File: src/rtl/seg7_scan_driver.sv
// seg7_scan_driver
//   Multiplexed 7-segment display driver. A loaded binary value is converted
//   to BCD one bit per cycle (double-dabble) and committed atomically to a
//   display register. A free-running scanner then steps through NUM_DIGITS
//   digits. Each digit slot starts with an anti-ghost blanking window, and the
//   digit enable is PWM-gated for brightness. Leading zeros can be blanked,
//   each digit has its own DP, and out-of-range values show dashes.
//
//   Ports
//     CLK       system clock
//     RST_N     asynchronous active-low reset
//     value     binary value, captured when a load is accepted
//     dp_mask   per-digit decimal points, captured together with value
//     load      conversion request, accepted only while busy==0
//     busy      conversion in progress
//     lz_blank  blank leading zeros (live input)
//     enable    0 forces all digit enables low; the scan counters keep running
//     bright    PWM duty level, on-fraction (bright+1)/2^BRIGHT_W
//     seg_n     active-low segments, [0]=a .. [6]=g, [7]=dp
//     dig       active-high digit enables, dig[0] = leftmost digit
//
//   Conversion FSM
//     state     | meaning
//     ST_IDLE   | waiting for load; display register holds the last result
//     ST_SHIFT  | VAL_W add-3-then-shift steps on the captured value
//     ST_COMMIT | BCD, dp and ovf copied to the display register in one cycle
module seg7_scan_driver #(
   parameter int NUM_DIGITS   = 4,
   parameter int VAL_W        = 16,
   parameter int DIGIT_CYCLES = 16000,
   parameter int BLANK_CYCLES = 160,
   parameter int BRIGHT_W     = 4
) (
   input  logic                  CLK,
   input  logic                  RST_N,
   input  logic [VAL_W-1:0]      value,
   input  logic [NUM_DIGITS-1:0] dp_mask,
   input  logic                  load,
   output logic                  busy,
   input  logic                  lz_blank,
   input  logic                  enable,
   input  logic [BRIGHT_W-1:0]   bright,
   output logic [7:0]            seg_n,
   output logic [NUM_DIGITS-1:0] dig
);

   localparam int BCD_W  = 4 * NUM_DIGITS;
   localparam int SLOT_W = (DIGIT_CYCLES > 1) ? $clog2(DIGIT_CYCLES) : 1;
   localparam int IDX_W  = (NUM_DIGITS > 1) ? $clog2(NUM_DIGITS) : 1;
   localparam int CNT_W  = (VAL_W > 1) ? $clog2(VAL_W) : 1;

   function automatic logic [63:0] max_shown(input int n);
      logic [63:0] r;
      r = 64'd1;
      for (int i = 0; i < n; i++) r = r * 64'd10;
      return r - 64'd1;
   endfunction

   localparam logic [63:0] MAX_VAL = max_shown(NUM_DIGITS);

   function automatic logic [6:0] seg_pattern(input logic [3:0] d);
      case (d)
         4'd0:    return 7'h3F;
         4'd1:    return 7'h06;
         4'd2:    return 7'h5B;
         4'd3:    return 7'h4F;
         4'd4:    return 7'h66;
         4'd5:    return 7'h6D;
         4'd6:    return 7'h7D;
         4'd7:    return 7'h07;
         4'd8:    return 7'h7F;
         4'd9:    return 7'h6F;
         default: return 7'h00;
      endcase
   endfunction

   typedef enum logic [1:0] {ST_IDLE, ST_SHIFT, ST_COMMIT} state_t;

   state_t                  state;
   logic [VAL_W-1:0]        sh;
   logic [BCD_W-1:0]        bcd;
   logic [BCD_W-1:0]        bcd_adj;
   logic [CNT_W-1:0]        bit_cnt;
   logic [NUM_DIGITS-1:0]   dp_cap;
   logic                    ovf_cap;
   logic [BCD_W-1:0]        disp;
   logic [NUM_DIGITS-1:0]   dp_reg;
   logic                    ovf;

   logic [SLOT_W-1:0]       slot_cnt;
   logic [IDX_W-1:0]        idx;
   logic [BRIGHT_W-1:0]     pwm_cnt;

   logic [3:0]              digit_val [NUM_DIGITS];
   logic [NUM_DIGITS-1:0]   lead_zero;
   logic                    lead_acc;
   logic [6:0]              seg7;
   logic                    dig_active;
   logic [7:0]              seg_next;
   logic [NUM_DIGITS-1:0]   dig_next;

   // Only the low NUM_DIGITS BCD digits are kept; upper digits never feed
   // back into lower ones, so these stay correct and overflow is flagged
   // separately from the captured value.
   always_comb begin
      bcd_adj = bcd;
      for (int i = 0; i < NUM_DIGITS; i++) begin
         if (bcd[4*i +: 4] >= 4'd5) bcd_adj[4*i +: 4] = bcd[4*i +: 4] + 4'd3;
      end
   end

   always_ff @(posedge CLK or negedge RST_N) begin
      if (!RST_N) begin
         state   <= ST_IDLE;
         busy    <= 1'b0;
         sh      <= '0;
         bcd     <= '0;
         bit_cnt <= '0;
         dp_cap  <= '0;
         ovf_cap <= 1'b0;
         disp    <= '0;
         dp_reg  <= '0;
         ovf     <= 1'b0;
      end else begin
         case (state)
            ST_IDLE: begin
               if (load) begin
                  sh      <= value;
                  bcd     <= '0;
                  dp_cap  <= dp_mask;
                  ovf_cap <= (64'(value) > MAX_VAL);
                  bit_cnt <= CNT_W'(VAL_W - 1);
                  busy    <= 1'b1;
                  state   <= ST_SHIFT;
               end
            end
            ST_SHIFT: begin
               bcd <= {bcd_adj[BCD_W-2:0], sh[VAL_W-1]};
               sh  <= sh << 1;
               if (bit_cnt == '0) state <= ST_COMMIT;
               else               bit_cnt <= bit_cnt - 1'b1;
            end
            ST_COMMIT: begin
               disp   <= bcd;
               dp_reg <= dp_cap;
               ovf    <= ovf_cap;
               busy   <= 1'b0;
               state  <= ST_IDLE;
            end
            default: begin
               busy  <= 1'b0;
               state <= ST_IDLE;
            end
         endcase
      end
   end

   always_ff @(posedge CLK or negedge RST_N) begin
      if (!RST_N) begin
         slot_cnt <= '0;
         idx      <= '0;
         pwm_cnt  <= '0;
      end else begin
         pwm_cnt <= pwm_cnt + 1'b1;
         if (slot_cnt == SLOT_W'(DIGIT_CYCLES - 1)) begin
            slot_cnt <= '0;
            idx      <= (idx == IDX_W'(NUM_DIGITS - 1)) ? '0 : idx + 1'b1;
         end else begin
            slot_cnt <= slot_cnt + 1'b1;
         end
      end
   end

   // Digit 0 is the most significant, i.e. the top nibble of disp.
   always_comb begin
      lead_acc   = 1'b1;
      lead_zero  = '0;
      seg7       = 7'h00;
      seg_next   = 8'hFF;
      dig_next   = '0;
      dig_active = enable && (slot_cnt >= SLOT_W'(BLANK_CYCLES)) && (pwm_cnt <= bright);
      for (int i = 0; i < NUM_DIGITS; i++) begin
         digit_val[i] = disp[4*(NUM_DIGITS-1-i) +: 4];
         lead_acc     = lead_acc && (digit_val[i] == 4'd0);
         lead_zero[i] = lead_acc;
      end
      for (int i = 0; i < NUM_DIGITS; i++) begin
         if (idx == IDX_W'(i)) begin
            if (ovf)
               seg7 = 7'h40;
            else if (lz_blank && (i != NUM_DIGITS - 1) && lead_zero[i])
               seg7 = 7'h00;
            else
               seg7 = seg_pattern(digit_val[i]);
            seg_next    = ~{dp_reg[i], seg7};
            dig_next[i] = dig_active;
         end
      end
   end

   always_ff @(posedge CLK or negedge RST_N) begin
      if (!RST_N) begin
         seg_n <= 8'hFF;
         dig   <= '0;
      end else begin
         seg_n <= seg_next;
         dig   <= dig_next;
      end
   end

endmodule

File: config.mk
export PLATFORM = sky130hd
export DESIGN_NAME = seg7_scan_driver
export DESIGN_NICKNAME = d
export VERILOG_FILES = /design/src/rtl/seg7_scan_driver.sv
export SDC_FILE = /design/constraint.sdc
export NUM_CORES = 1
export LEC_CHECK = 0
export CORE_ASPECT_RATIO = 0.7
export CORE_MARGIN = 8
export CORE_UTILIZATION = 60
export CTS_BUF_LIST = sky130_fd_sc_hd__clkbuf_4 sky130_fd_sc_hd__clkbuf_8
export DETAILED_ROUTE_END_ITERATION = 8
export PLACE_DENSITY_LB_ADDON = 0.2
export SYNTH_ARGS = -nofsm -noshare
export SYNTH_HDL_FRONTEND = slang
export SYNTH_SLANG_ARGS = --single-unit
export TNS_END_PERCENT = 5
File: constraint.sdc
create_clock -name CLK -period 5.87 [get_ports CLK]
set_input_delay 0.587 -clock CLK [delete_from_list [all_inputs] [get_ports CLK]]
set_output_delay 0.587 -clock CLK [all_outputs]
set_load 0.02 [all_outputs]
==> flow_summary.json <==
{
  "via_count": 4091,
  "grt_usage_pct": 19.4,
  "fin_cells": 726,
  "detail_route.first_pass.iterations": 5,
  "floorplan.die_area_sq_um": 12300,
  "fin_crit_ns": 2.16,
  "ff2ff_path_depth": 7,
  "criticalPathCategory": "reg -> reg",
  "worstHoldPathType": "in -> async",
  "drt-total-wl_um": 11000,
  "final-max-slew-violation-count": 0,
  "grt_setup_unrepaired": "false",
  "rows": 29,
  "static-leakage-power_nw": 2.78,
  "report.final.setup_viol": 0,
  "timing.critical_path.max_delay_family": "simple AND/OR/NAND/NOR gates",
  "final_net_count": 665,
  "cp-end-kind": "flop",
  "synthesis.area_per_instance_sq_um": 9.45,
  "post-layout-total-power_mw": 2.44,
  "period_share_pct": 36.8,
  "clock_sink_count": 97,
  "place.detailed.instances": 710,
  "clkLatencyLatePin_ns": 0.37,
  "p_sw_share_pct": 38.2,
  "drcViolationCount": 0,
  "synth_area_sq_um": 5380,
  "synth_top_family_by_area": "simple AND/OR/NAND/NOR gates",
  "port_buffers": 41,
  "tritoncts": "yes",
  "r2r_end": "seg_n[4]$_DFF_PN1_",
  "netSwitchingPower_mw": 0.931,
  "cp_slowest_cell": "sky130_fd_sc_hd__dfrtp_1",
  "outcome": "completed",
  "ys_dominant_reg_cell": "sky130_fd_sc_hd__dfrtp_1",
  "grt_pass1_vias": 3924,
  "grt_max_degree": 65,
  "timing.fmax_mhz": 463,
  "worst_ep_required_time_ns": 6.18,
  "share_of_the_synthesized_area_in_the_top_cell_type_pct": 41.4,
  "yosysMostFrequentCell": "sky130_fd_sc_hd__dfrtp_1",
  "detail_route.wl_per_cell_um": 15.1,
  "setup-tns-final_ns": 0,
  "ys_ff_latch": 97,
  "synthCells": 569,
  "start_kind": "flop",
  "die_h_um": 95.2,
  "crit-reg2reg-launch": "digit_val[13]$_DFFE_PN0N_",
  "filler_instances": 694,
  "core_area_sq_um": 8890,
  "cts_made_buffers": 9,
  "syn2layout_area_growth_pct": 12.6,
  "post_cts_hold_buffer_count": 0,
  "synth_enable_flop_cells": 0,
  "parity_gate_share_of_the_synthesized_area_counting_xor_and_xnor_cells_pct": 3.26,
  "ioPinCount": 42,
  "finalClockSkew_ns": 0.0101,
  "syn-num-nets": 637,
  "synth_adder_area_share_pct": 9.07,
  "power.share.combinational_pct": 38.0,
  "critical_path.cell_chain": "inv_1, ha_1, and4bb_2, nand2_2, or3_1, a32oi_1, a221o_1",
  "h-tree-depth": 3,
  "yosysWarningCount": 0,
  "crit_path_max_incr_delay_ns": 0.46,
  "grt.overflow.total": 0,
  "synth.distinct_cells": 52,
  "worst-endpoint-arrival_ns": 2.47,
  "fp.dieW_um": 129,
  "timing.max_cap.violations": 0,
  "drtIter0Drc": 325,
  "largest_vdd_supply_drop_mv": 0.229,
  "power.density_nw_per_um2": 403,
  "drt.antenna.violating_nets": 0,
  "n_antenna_cell": 0,
  "post-cts-setup-buffers": 0,
  "ctsResizeCount": 0,
  "synth_largest_area_cell": "sky130_fd_sc_hd__dfrtp_1",
  "power_frac_clock_pct": 17.8,
  "seq_power_share_pct": 44.3,
  "timing.final.hold_violations": 0,
  "gp_congestion": 0.877,
  "reg2reg_setup_slack_ns": 3.71,
  "clock_buffer_depth": 2,
  "detail_route.vias_per_cell": 5.63,
  "slew_headroom_pct": 27.5,
  "post_route_cells_drive_above_1_share_pct": 8.31,
  "clock_pin_slew_of_the_registers_on_the_worst_case_setup_and_hold_paths_ns": 0.09,
  "synth_async_sr_flop_share_pct": 100,
  "synth_area_leaders": "sky130_fd_sc_hd__dfrtp_1 41%, sky130_fd_sc_hd__ha_1 9.1%, sky130_fd_sc_hd__o21ai_0 6.0%",
  "finish.utilization_pct": 68.1,
  "number_of_antenna_violations_at_the_first_check_in_global_routing": 0,
  "crit_path_max_fanout": 6,
  "cellInternalPower_mw": 1.51,
  "post_synthesis_compound_gate_area_fraction_pct": 14.9,
  "share_of_synthesized_cell_area_in_and_or_nand_and_nor_gates_pct": 17.9,
  "first_pass_grt_wire_length_um": 19000,
  "critical_path_buf_inv_count": 1,
  "synth.cells.most_frequent": "89 x sky130_fd_sc_hd__dfrtp_1, 65 x sky130_fd_sc_hd__o21ai_0, 64 x sky130_fd_sc_hd__nand2_1",
  "dp_hpwl_um": 8010,
  "transition_time_at_the_pin_with_the_least_slew_margin_ns": 1.08,
  "synth_mux_area_share_pct": 5.14,
  "synth-seq-area-share_pct": 45.3,
  "initial_core_util_pct": 60.5,
  "ctsRootBufferMaster": "sky130_fd_sc_hd__clkbuf_8"
}
==> cell usage in the layout, fill, tap and decap left out, types with 14 or more instances in the layout <==
cell / instances
sky130_fd_sc_hd__dfrtp_1: 89
sky130_fd_sc_hd__o21ai_0: 65
sky130_fd_sc_hd__nand2_1: 64
sky130_fd_sc_hd__clkdlybuf4s50_1: 40
sky130_fd_sc_hd__ha_1: 39
sky130_fd_sc_hd__inv_1: 33
sky130_fd_sc_hd__a21oi_1: 31
sky130_fd_sc_hd__nand3_1: 26
sky130_fd_sc_hd__nor2_1: 24
sky130_fd_sc_hd__nand2b_1: 21
sky130_fd_sc_hd__nor2b_1: 14
==> metal layers <==
layer / GRT usage [%] / part of all wire [%] / up-vias
li1: - / - / 2024
met5: 0 / 0 / -
met1: 27.1 / 50 / 1946
met2: 28.7 / 43 / 112
met4: 5.06 / 0.95 / 0
met3: 6.03 / 6.5 / 9
==> power groups by stage <==
stage	Clock, mW	Sequential (mW)	Combinational (mW)
floorplan	0	1.03	0.708
global placement	0	1.07	0.888
detailed placement	0	1.09	0.921
CTS	0.446	1.07	0.927
global route	0.471	1.11	1.05
finish	0.433	1.08	0.925
==> cells by family after synthesis <==
logic type,after synthesis
buffers and inverters,60
adders and majority gates,39
DFF,97
and+or+nand+nor,190
xor gates and xnor gates,20
muxes,26
AOI/OAI and AO/OA,137
==> final cells by class <==
| type | count | area, sq um | share of cell area (%) |
|---|---|---|---|
| sequential | 97 | 2440 | 40.3 |
| multi-input combinational | 412 | 2710 | 44.8 |
| clock inverter | 7 | 71.3 | 1.18 |
| timing repair buffer | 44 | 430 | 7.11 |
| inverter | 33 | 124 | 2.05 |
| clock buffer | 9 | 124 | 2.05 |
| tap | 124 | 155 | 2.56 |
==> how the worst max path moves through the flow <==
stage	start	to	cells after the start
global placement	load	ovf_cap$_DFFE_PN0P_	5
global route	digit_val[13]$_DFFE_PN0N_	seg_n[4]$_DFF_PN1_	7
detailed placement	load	ovf_cap$_DFFE_PN0P_	5
finish	digit_val[13]$_DFFE_PN0N_	seg_n[4]$_DFF_PN1_	7
CTS	digit_val[13]$_DFFE_PN0N_	seg_n[4]$_DFF_PN1_	7
floorplan	digit_val[13]$_DFFE_PN0N_	seg_n[4]$_DFF_PN1_	7
==> stage by stage <==
| step | setup slack, ns | hold WS, ns | cell area (sq um) |
|---|---|---|---|
| after floorplan | 4.03 | 0.291 | 5380 |
| after global routing | 3.59 | 0.154 | 6050 |
| final | 3.71 | 0.145 | 6050 |
| after global placement | 3.57 | 0.424 | 5860 |
| after CTS | 3.73 | 0.149 | 6050 |
| after detailed placement | 3.44 | 0.427 | 5860 |
(Power assumes the default switching activity.)
